### src/rtl/keypad_entry_scanner.sv
// 4x4 matrix keypad scanner with per-scan debounce and 4-digit BCD entry assembly.
// Optional auto-repeat of a held key is enabled with `define KEYPAD_REPEAT_EN.
module keypad_entry_scanner #(
    parameter int unsigned SCAN_DIV       = 50000,
    parameter int unsigned DEBOUNCE_SCANS = 8,
    parameter int unsigned REPEAT_DELAY   = 100,
    parameter int unsigned REPEAT_RATE    = 25
) (
    input  logic        clk,
    input  logic        rst_n,
    input  logic [3:0]  row_n,
    output logic [3:0]  col_n,
    output logic        key_valid,
    output logic [3:0]  key_code,
    output logic [15:0] entry_bcd,
    output logic        entry_valid
);

    localparam int unsigned DivW = $clog2(SCAN_DIV);
    localparam logic [DivW-1:0] DivLast = DivW'(SCAN_DIV - 1);
    localparam logic [7:0] DbScans = 8'(DEBOUNCE_SCANS);

    typedef enum logic [1:0] {StIdle, StPressDb, StHeld, StRelDb} state_e;

    state_e          state_q, state_d;
    logic [3:0]      row_meta_q, row_sync_q;
    logic [DivW-1:0] div_q, div_d;
    logic [1:0]      col_q, col_d;
    logic [1:0]      hit_cnt_q, hit_cnt_d;
    logic [3:0]      hit_pos_q, hit_pos_d;
    logic [7:0]      cnt_q, cnt_d;
    logic [3:0]      key_q, key_d;
    logic            accept;

    logic       dwell_end, scan_end;
    logic [3:0] col_hits;
    logic [2:0] n_col, tot;
    logic [1:0] hit_row, tot_sat;
    logic       cand_key;
    logic [3:0] cand_pos, cand_code;

    // pos = {row, col}
    function automatic logic [3:0] key_of(input logic [3:0] pos);
        logic [3:0] code;
        unique case (pos)
            4'd0:    code = 4'd1;
            4'd1:    code = 4'd2;
            4'd2:    code = 4'd3;
            4'd3:    code = 4'd10;
            4'd4:    code = 4'd4;
            4'd5:    code = 4'd5;
            4'd6:    code = 4'd6;
            4'd7:    code = 4'd11;
            4'd8:    code = 4'd7;
            4'd9:    code = 4'd8;
            4'd10:   code = 4'd9;
            4'd11:   code = 4'd12;
            4'd12:   code = 4'd14;
            4'd13:   code = 4'd0;
            4'd14:   code = 4'd15;
            default: code = 4'd13;
        endcase
        return code;
    endfunction

    assign col_n     = ~(4'b0001 << col_q);
    assign dwell_end = (div_q == DivLast);
    assign scan_end  = dwell_end && (col_q == 2'd3);

    // Candidate accumulation: intersections seen so far this scan, saturating at 2.
    always_comb begin
        col_hits = ~row_sync_q;
        n_col    = 3'(col_hits[0]) + 3'(col_hits[1]) + 3'(col_hits[2]) + 3'(col_hits[3]);
        if (col_hits[0])      hit_row = 2'd0;
        else if (col_hits[1]) hit_row = 2'd1;
        else if (col_hits[2]) hit_row = 2'd2;
        else                  hit_row = 2'd3;
        tot       = {1'b0, hit_cnt_q} + n_col;
        tot_sat   = (tot >= 3'd2) ? 2'd2 : tot[1:0];
        cand_key  = (tot_sat == 2'd1);
        cand_pos  = (n_col == 3'd1) ? {hit_row, col_q} : hit_pos_q;
        cand_code = key_of(cand_pos);

        div_d     = dwell_end ? '0 : div_q + 1'b1;
        col_d     = dwell_end ? col_q + 2'd1 : col_q;
        hit_cnt_d = hit_cnt_q;
        hit_pos_d = hit_pos_q;
        if (dwell_end) begin
            hit_cnt_d = scan_end ? 2'd0 : tot_sat;
            if (n_col == 3'd1) hit_pos_d = {hit_row, col_q};
        end
    end

`ifdef KEYPAD_REPEAT_EN
    logic [15:0] rep_cnt_q, rep_cnt_d;
    logic        rep_phase_q, rep_phase_d, rep_stop_q, rep_stop_d;
`else
    logic unused_repeat_cfg;
    assign unused_repeat_cfg = ^{32'(REPEAT_DELAY), 32'(REPEAT_RATE)};
`endif

    always_comb begin
        state_d = state_q;
        cnt_d   = cnt_q;
        key_d   = key_q;
        accept  = 1'b0;
`ifdef KEYPAD_REPEAT_EN
        rep_cnt_d   = rep_cnt_q;
        rep_phase_d = rep_phase_q;
        rep_stop_d  = rep_stop_q;
`endif
        if (scan_end) begin
            unique case (state_q)
                StIdle: begin
                    if (cand_key) begin
                        key_d = cand_code;
                        cnt_d = 8'd1;
                        if (DbScans == 8'd1) begin
                            state_d = StHeld;
                            accept  = 1'b1;
                        end else begin
                            state_d = StPressDb;
                        end
                    end
                end
                StPressDb: begin
                    if (cand_key && cand_code == key_q) begin
                        cnt_d = cnt_q + 8'd1;
                        if (cnt_d == DbScans) begin
                            state_d = StHeld;
                            accept  = 1'b1;
                        end
                    end else begin
                        state_d = StIdle;
                        cnt_d   = 8'd0;
                    end
                end
                StHeld: begin
                    if (!cand_key) begin
                        cnt_d   = (DbScans == 8'd1) ? 8'd0 : 8'd1;
                        state_d = (DbScans == 8'd1) ? StIdle : StRelDb;
                    end
`ifdef KEYPAD_REPEAT_EN
                    else if (cand_code != key_q) begin
                        rep_stop_d = 1'b1;
                    end else if (!rep_stop_q) begin
                        rep_cnt_d = rep_cnt_q + 16'd1;
                        if ((!rep_phase_q && rep_cnt_d == 16'(REPEAT_DELAY)) ||
                            (rep_phase_q && rep_cnt_d == 16'(REPEAT_RATE))) begin
                            accept      = 1'b1;
                            rep_cnt_d   = 16'd0;
                            rep_phase_d = 1'b1;
                        end
                    end
`endif
                end
                default: begin
                    if (!cand_key) begin
                        cnt_d = cnt_q + 8'd1;
                        if (cnt_d == DbScans) begin
                            state_d = StIdle;
                            cnt_d   = 8'd0;
                        end
                    end else begin
                        state_d = StHeld;
                        cnt_d   = 8'd0;
                    end
                end
            endcase
        end
`ifdef KEYPAD_REPEAT_EN
        if (state_d != StHeld) begin
            rep_cnt_d   = 16'd0;
            rep_phase_d = 1'b0;
            rep_stop_d  = 1'b0;
        end
`endif
    end

    always_ff @(posedge clk or negedge rst_n) begin
        if (!rst_n) begin
            state_q     <= StIdle;
            row_meta_q  <= 4'hF;
            row_sync_q  <= 4'hF;
            div_q       <= '0;
            col_q       <= 2'd0;
            hit_cnt_q   <= 2'd0;
            hit_pos_q   <= 4'd0;
            cnt_q       <= 8'd0;
            key_q       <= 4'd0;
            key_valid   <= 1'b0;
            key_code    <= 4'd0;
            entry_bcd   <= 16'd0;
            entry_valid <= 1'b0;
        end else begin
            state_q     <= state_d;
            row_meta_q  <= row_n;
            row_sync_q  <= row_meta_q;
            div_q       <= div_d;
            col_q       <= col_d;
            hit_cnt_q   <= hit_cnt_d;
            hit_pos_q   <= hit_pos_d;
            cnt_q       <= cnt_d;
            key_q       <= key_d;
            key_valid   <= accept;
            entry_valid <= accept && (key_d == 4'd15);
            if (accept) begin
                key_code <= key_d;
                if (key_d <= 4'd9)       entry_bcd <= {entry_bcd[11:0], key_d};
                else if (key_d == 4'd14) entry_bcd <= 16'd0;
            end
        end
    end

`ifdef KEYPAD_REPEAT_EN
    always_ff @(posedge clk or negedge rst_n) begin
        if (!rst_n) begin
            rep_cnt_q   <= 16'd0;
            rep_phase_q <= 1'b0;
            rep_stop_q  <= 1'b0;
        end else begin
            rep_cnt_q   <= rep_cnt_d;
            rep_phase_q <= rep_phase_d;
            rep_stop_q  <= rep_stop_d;
        end
    end
`endif

endmodule
### config.mk
export PLATFORM = sky130hd
export DESIGN_NAME = keypad_entry_scanner
export DESIGN_NICKNAME = d
export VERILOG_FILES = /design/src/rtl/keypad_entry_scanner.sv
export SDC_FILE = /design/constraint.sdc
export NUM_CORES = 1
export LEC_CHECK = 0
export CORE_MARGIN = 2
export CORE_UTILIZATION = 62
export CTS_CLUSTER_DIAMETER = 80
export CTS_CLUSTER_SIZE = 25
export DETAILED_ROUTE_END_ITERATION = 6
export PLACE_DENSITY = 0.85
export SLEW_MARGIN = 40
export SYNTH_ARGS = -nofsm -noshare
export SYNTH_HDL_FRONTEND = slang
export SYNTH_SLANG_ARGS = --single-unit
### constraint.sdc
create_clock -name clk -period 8.9 [get_ports clk]
set_input_delay 1.335 -clock clk [delete_from_list [all_inputs] [get_ports clk]]
set_output_delay 1.335 -clock clk [all_outputs]
set_load 0.02 [all_outputs]
==> flow_summary.json <==
{
  "synth_largest_area_cell": "dfrtp_1",
  "syn_area_per_cell_um2": 10.6,
  "io_pins": 32,
  "insertion_delay_ns": 0.34,
  "portion_of_synthesized_cell_area_occupied_by_the_leading_cell_type_pct": 40.8,
  "ctsLongestPathBuffers": 2,
  "synth-async-reset-ratio_pct": 100,
  "fin_cells": 461,
  "yosys_register_bits": 68,
  "synth_cell_types": 66,
  "grt_pass1_vias": 2744,
  "power.static_leakage_nw": 1.94,
  "hold_depth": 0,
  "grt_pass1_wl_mm": 12.6,
  "p_clk_share_pct": 43.4,
  "ys_warn_count": 0,
  "p_per_area_mw_per_mm2": 147,
  "grt_max_degree": 69,
  "detailed_route_wire_length_per_cell_um": 16.3,
  "first_iter_violations": 244,
  "fin_tns_setup_ns": 0,
  "ys_top_cells_by_count": "dfrtp_1, inv_1, nand2_1",
  "power_uw": 624,
  "cts.repair.resized": 0,
  "hold_viol": 0,
  "layout-drive-gt1-share_pct": 12.2,
  "number_of_antenna_violations_at_the_first_check_in_global_routing": 0,
  "pwr-share-comb_pct": 6.3,
  "synth_edf_count": 0,
  "grt.overflow.total": 0,
  "outcome": "finished, final reports clean",
  "core_region_area_mm2": 0.00582,
  "design.final.nets": 408,
  "mapped_nets": 373,
  "tritoncts.num_buffers": 9,
  "fin_crit_sh_pct": 57.5,
  "max_slew.worst_pin.slew_ns": 0.881,
  "postLayoutSetupSlackWorst_ns": 3.79,
  "placed_cell_area_mm2": 0.00404,
  "finalSetupViolations": 0,
  "criticalPathCategory": "register to register",
  "slew-limit-headroom_pct": 40.5,
  "number_of_diodes": 0,
  "fin_crit_ns": 5.11,
  "power_switching_share_pct": 22.4,
  "area.growth.synth_to_final_pct": 15.6,
  "post_detailed_placement_half_perimeter_wirelength_mm": 5.37,
  "post_synth_instance_area_mm2": 0.00368,
  "clock_skew_ns": 0.00853,
  "drt-total-wl_mm": 7.52,
  "cp-end-kind": "register",
  "avgViaCountPerCell": 5.93,
  "max_freq_mhz": 196,
  "max-cap-violations": 0,
  "cp_data_arrival_time_ns": 5.39,
  "finalMaxSlewViolations": 0,
  "detail_route.drc_violations": 0,
  "die_h_um": 81.1,
  "worst_setup_hold_path_clk_slew_ns": 0.07,
  "yosysSeqAreaShare_pct": 46.5,
  "timing.hold.worst.class": "register to register",
  "placement_rows": 28,
  "overall_die_area_mm2": 0.00657,
  "placement.io_buffers": 31,
  "placed_cells_incl_taps": 445,
  "ys_top_cells_by_area": "dfrtp_1, ha_1, dfstp_2",
  "final_area_mm2": 0.00425,
  "h-tree-depth": 3,
  "die_w_um": 81.1,
  "drtAntennaViolNets": 0,
  "post-synth-top-count-cell": "dfrtp_1",
  "gp_congestion": 0.954,
  "worstRegToRegCells": 15,
  "cts_tree": "yes",
  "setup.worst_path.start_class": "register",
  "routed_vias": 2736,
  "power.share.sequential_pct": 50.3,
  "cts.sinks": 68,
  "cts.repair_timing.setup_buffer_count": 0,
  "clockRootBuffer": "clkbuf_8",
  "place_worst_setup_slack_ns": 3.89,
  "drt_first_pass_iters": 4,
  "rsz_0062_raised_after_global_routing": "false",
  "netSwitchingPower_uw": 140,
  "grt_usage_pct": 25.0,
  "critPathMaxFanout": 14,
  "power.ir.vdd_worst_v": 0.000139,
  "intPower_uw": 484,
  "hold_buffers": 0,
  "post_synth_inst_count": 346,
  "cp.required_ns": 9.17,
  "synth_ff_type": "dfrtp_1",
  "initial_core_util_pct": 63.3
}
through the flow:
| step | util [%] | hold slack (ns) |
|---|---|---|
| floorplan | - | 0.345 |
| global placement | 69.4 | 0.346 |
| detailed placement | 69.5 | 0.347 |
| CTS | 73.1 | 0.358 |
| global route | 73.1 | 0.362 |
| finish | 73.1 | 0.357 |
power groups by stage:
stage | clock, mW | combinational, mW | sequential, mW
after global routing | 0.290 | 0.0443 | 0.314
after floorplan | 0 | 0.0263 | 0.319
after detailed placement | 0 | 0.0387 | 0.320
after CTS | 0.275 | 0.0391 | 0.314
after global placement | 0 | 0.0380 | 0.319
final | 0.271 | 0.0392 | 0.314
layer usage:
| layer | part of all wire, % | GRT usage (%) |
|---|---|---|
| met1 | 44 | 32.0 |
| met2 | 49 | 41.5 |
| met3 | 4.3 | 5.00 |
| met4 | 3.1 | 10.8 |
| met5 | 0 | 0 |
placed cells by master, fill, tap and decap left out, types with 4 or more instances in the layout:
cell type        instances
a22o_1                  15
nor2b_1                  6
nand3_1                 22
mux2i_1                  4
dfstp_2                  8
mux2_2                   6
xor2_1                   7
and3_1                   7
a21oi_1                 12
and2_1                   4
nor4_1                   4
inv_1                   27
clkbuf_8                 9
ha_1                    19
dfrtp_1                 60
o31ai_1                  4
nor2_1                  19
nor3_1                   6
nand2_1                 25
o21ai_0                 11
clkdlybuf4s50_1         30
xnor2_1                 10
area by class of cell:
| class | count | area (um^2) |
|---|---|---|
| Fill cell | 411 | 1560 |
| Multi-Input combinational cell | 242 | 1810 |
| Clock inverter | 4 | 73.8 |
| Inverter | 27 | 101 |
| Sequential cell | 68 | 1710 |
| Tap cell | 75 | 93.8 |
| Clock buffer | 12 | 135 |
| Timing Repair Buffer | 33 | 324 |
cell families after synthesis:
group / synth area share (%)
simple gates: 19.4
compound gates: 14.5
flops: 46.5
buf+inv: 4.21
fa+ha+maj: 7.55
xor+xnor: 4.93
mux: 2.92
critical path, stage by stage, from the launching register on:
cell       delay, ns
dfstp_2         0.42
fa_1            0.53
inv_1           0.04
ha_1            0.17
ha_1            0.32
or3b_1          0.52
a21oi_1         0.43
ha_1            0.29
nor2b_1         0.18
a2111oi_0       0.09
a41o_1          0.26
nor4_1          0.28
o2111ai_1       0.28
nor4_4          0.49
and2_1          0.52
a22o_1          0.21
registers in the layout, summed over array words and instances (netlist names):
register	cells
row_meta_q	4
key_code	4
key_q	4
div_q	16
hit_pos_q	4
state_q	2
cnt_q	8
row_sync_q	4
hit_cnt_q	2
col_q	2
entry_bcd	16
entry_valid	1
key_valid	1
final timing paths:
kind                            slack (ns)           from       endpoint
min in group asynchronous             1.08          rst_n       cnt_q[1]
worst min register to register        0.36  row_meta_q[0]  row_sync_q[0]
worst max-delay path                  3.79  row_sync_q[0]   entry_bcd[5]
worst min-delay path                  0.36  row_meta_q[0]  row_sync_q[0]
max in group asynchronous             7.41          rst_n   entry_bcd[0]
worst max register to register        3.79  row_sync_q[0]   entry_bcd[5]
No activity file was read; power rests on OpenSTA's default activity.
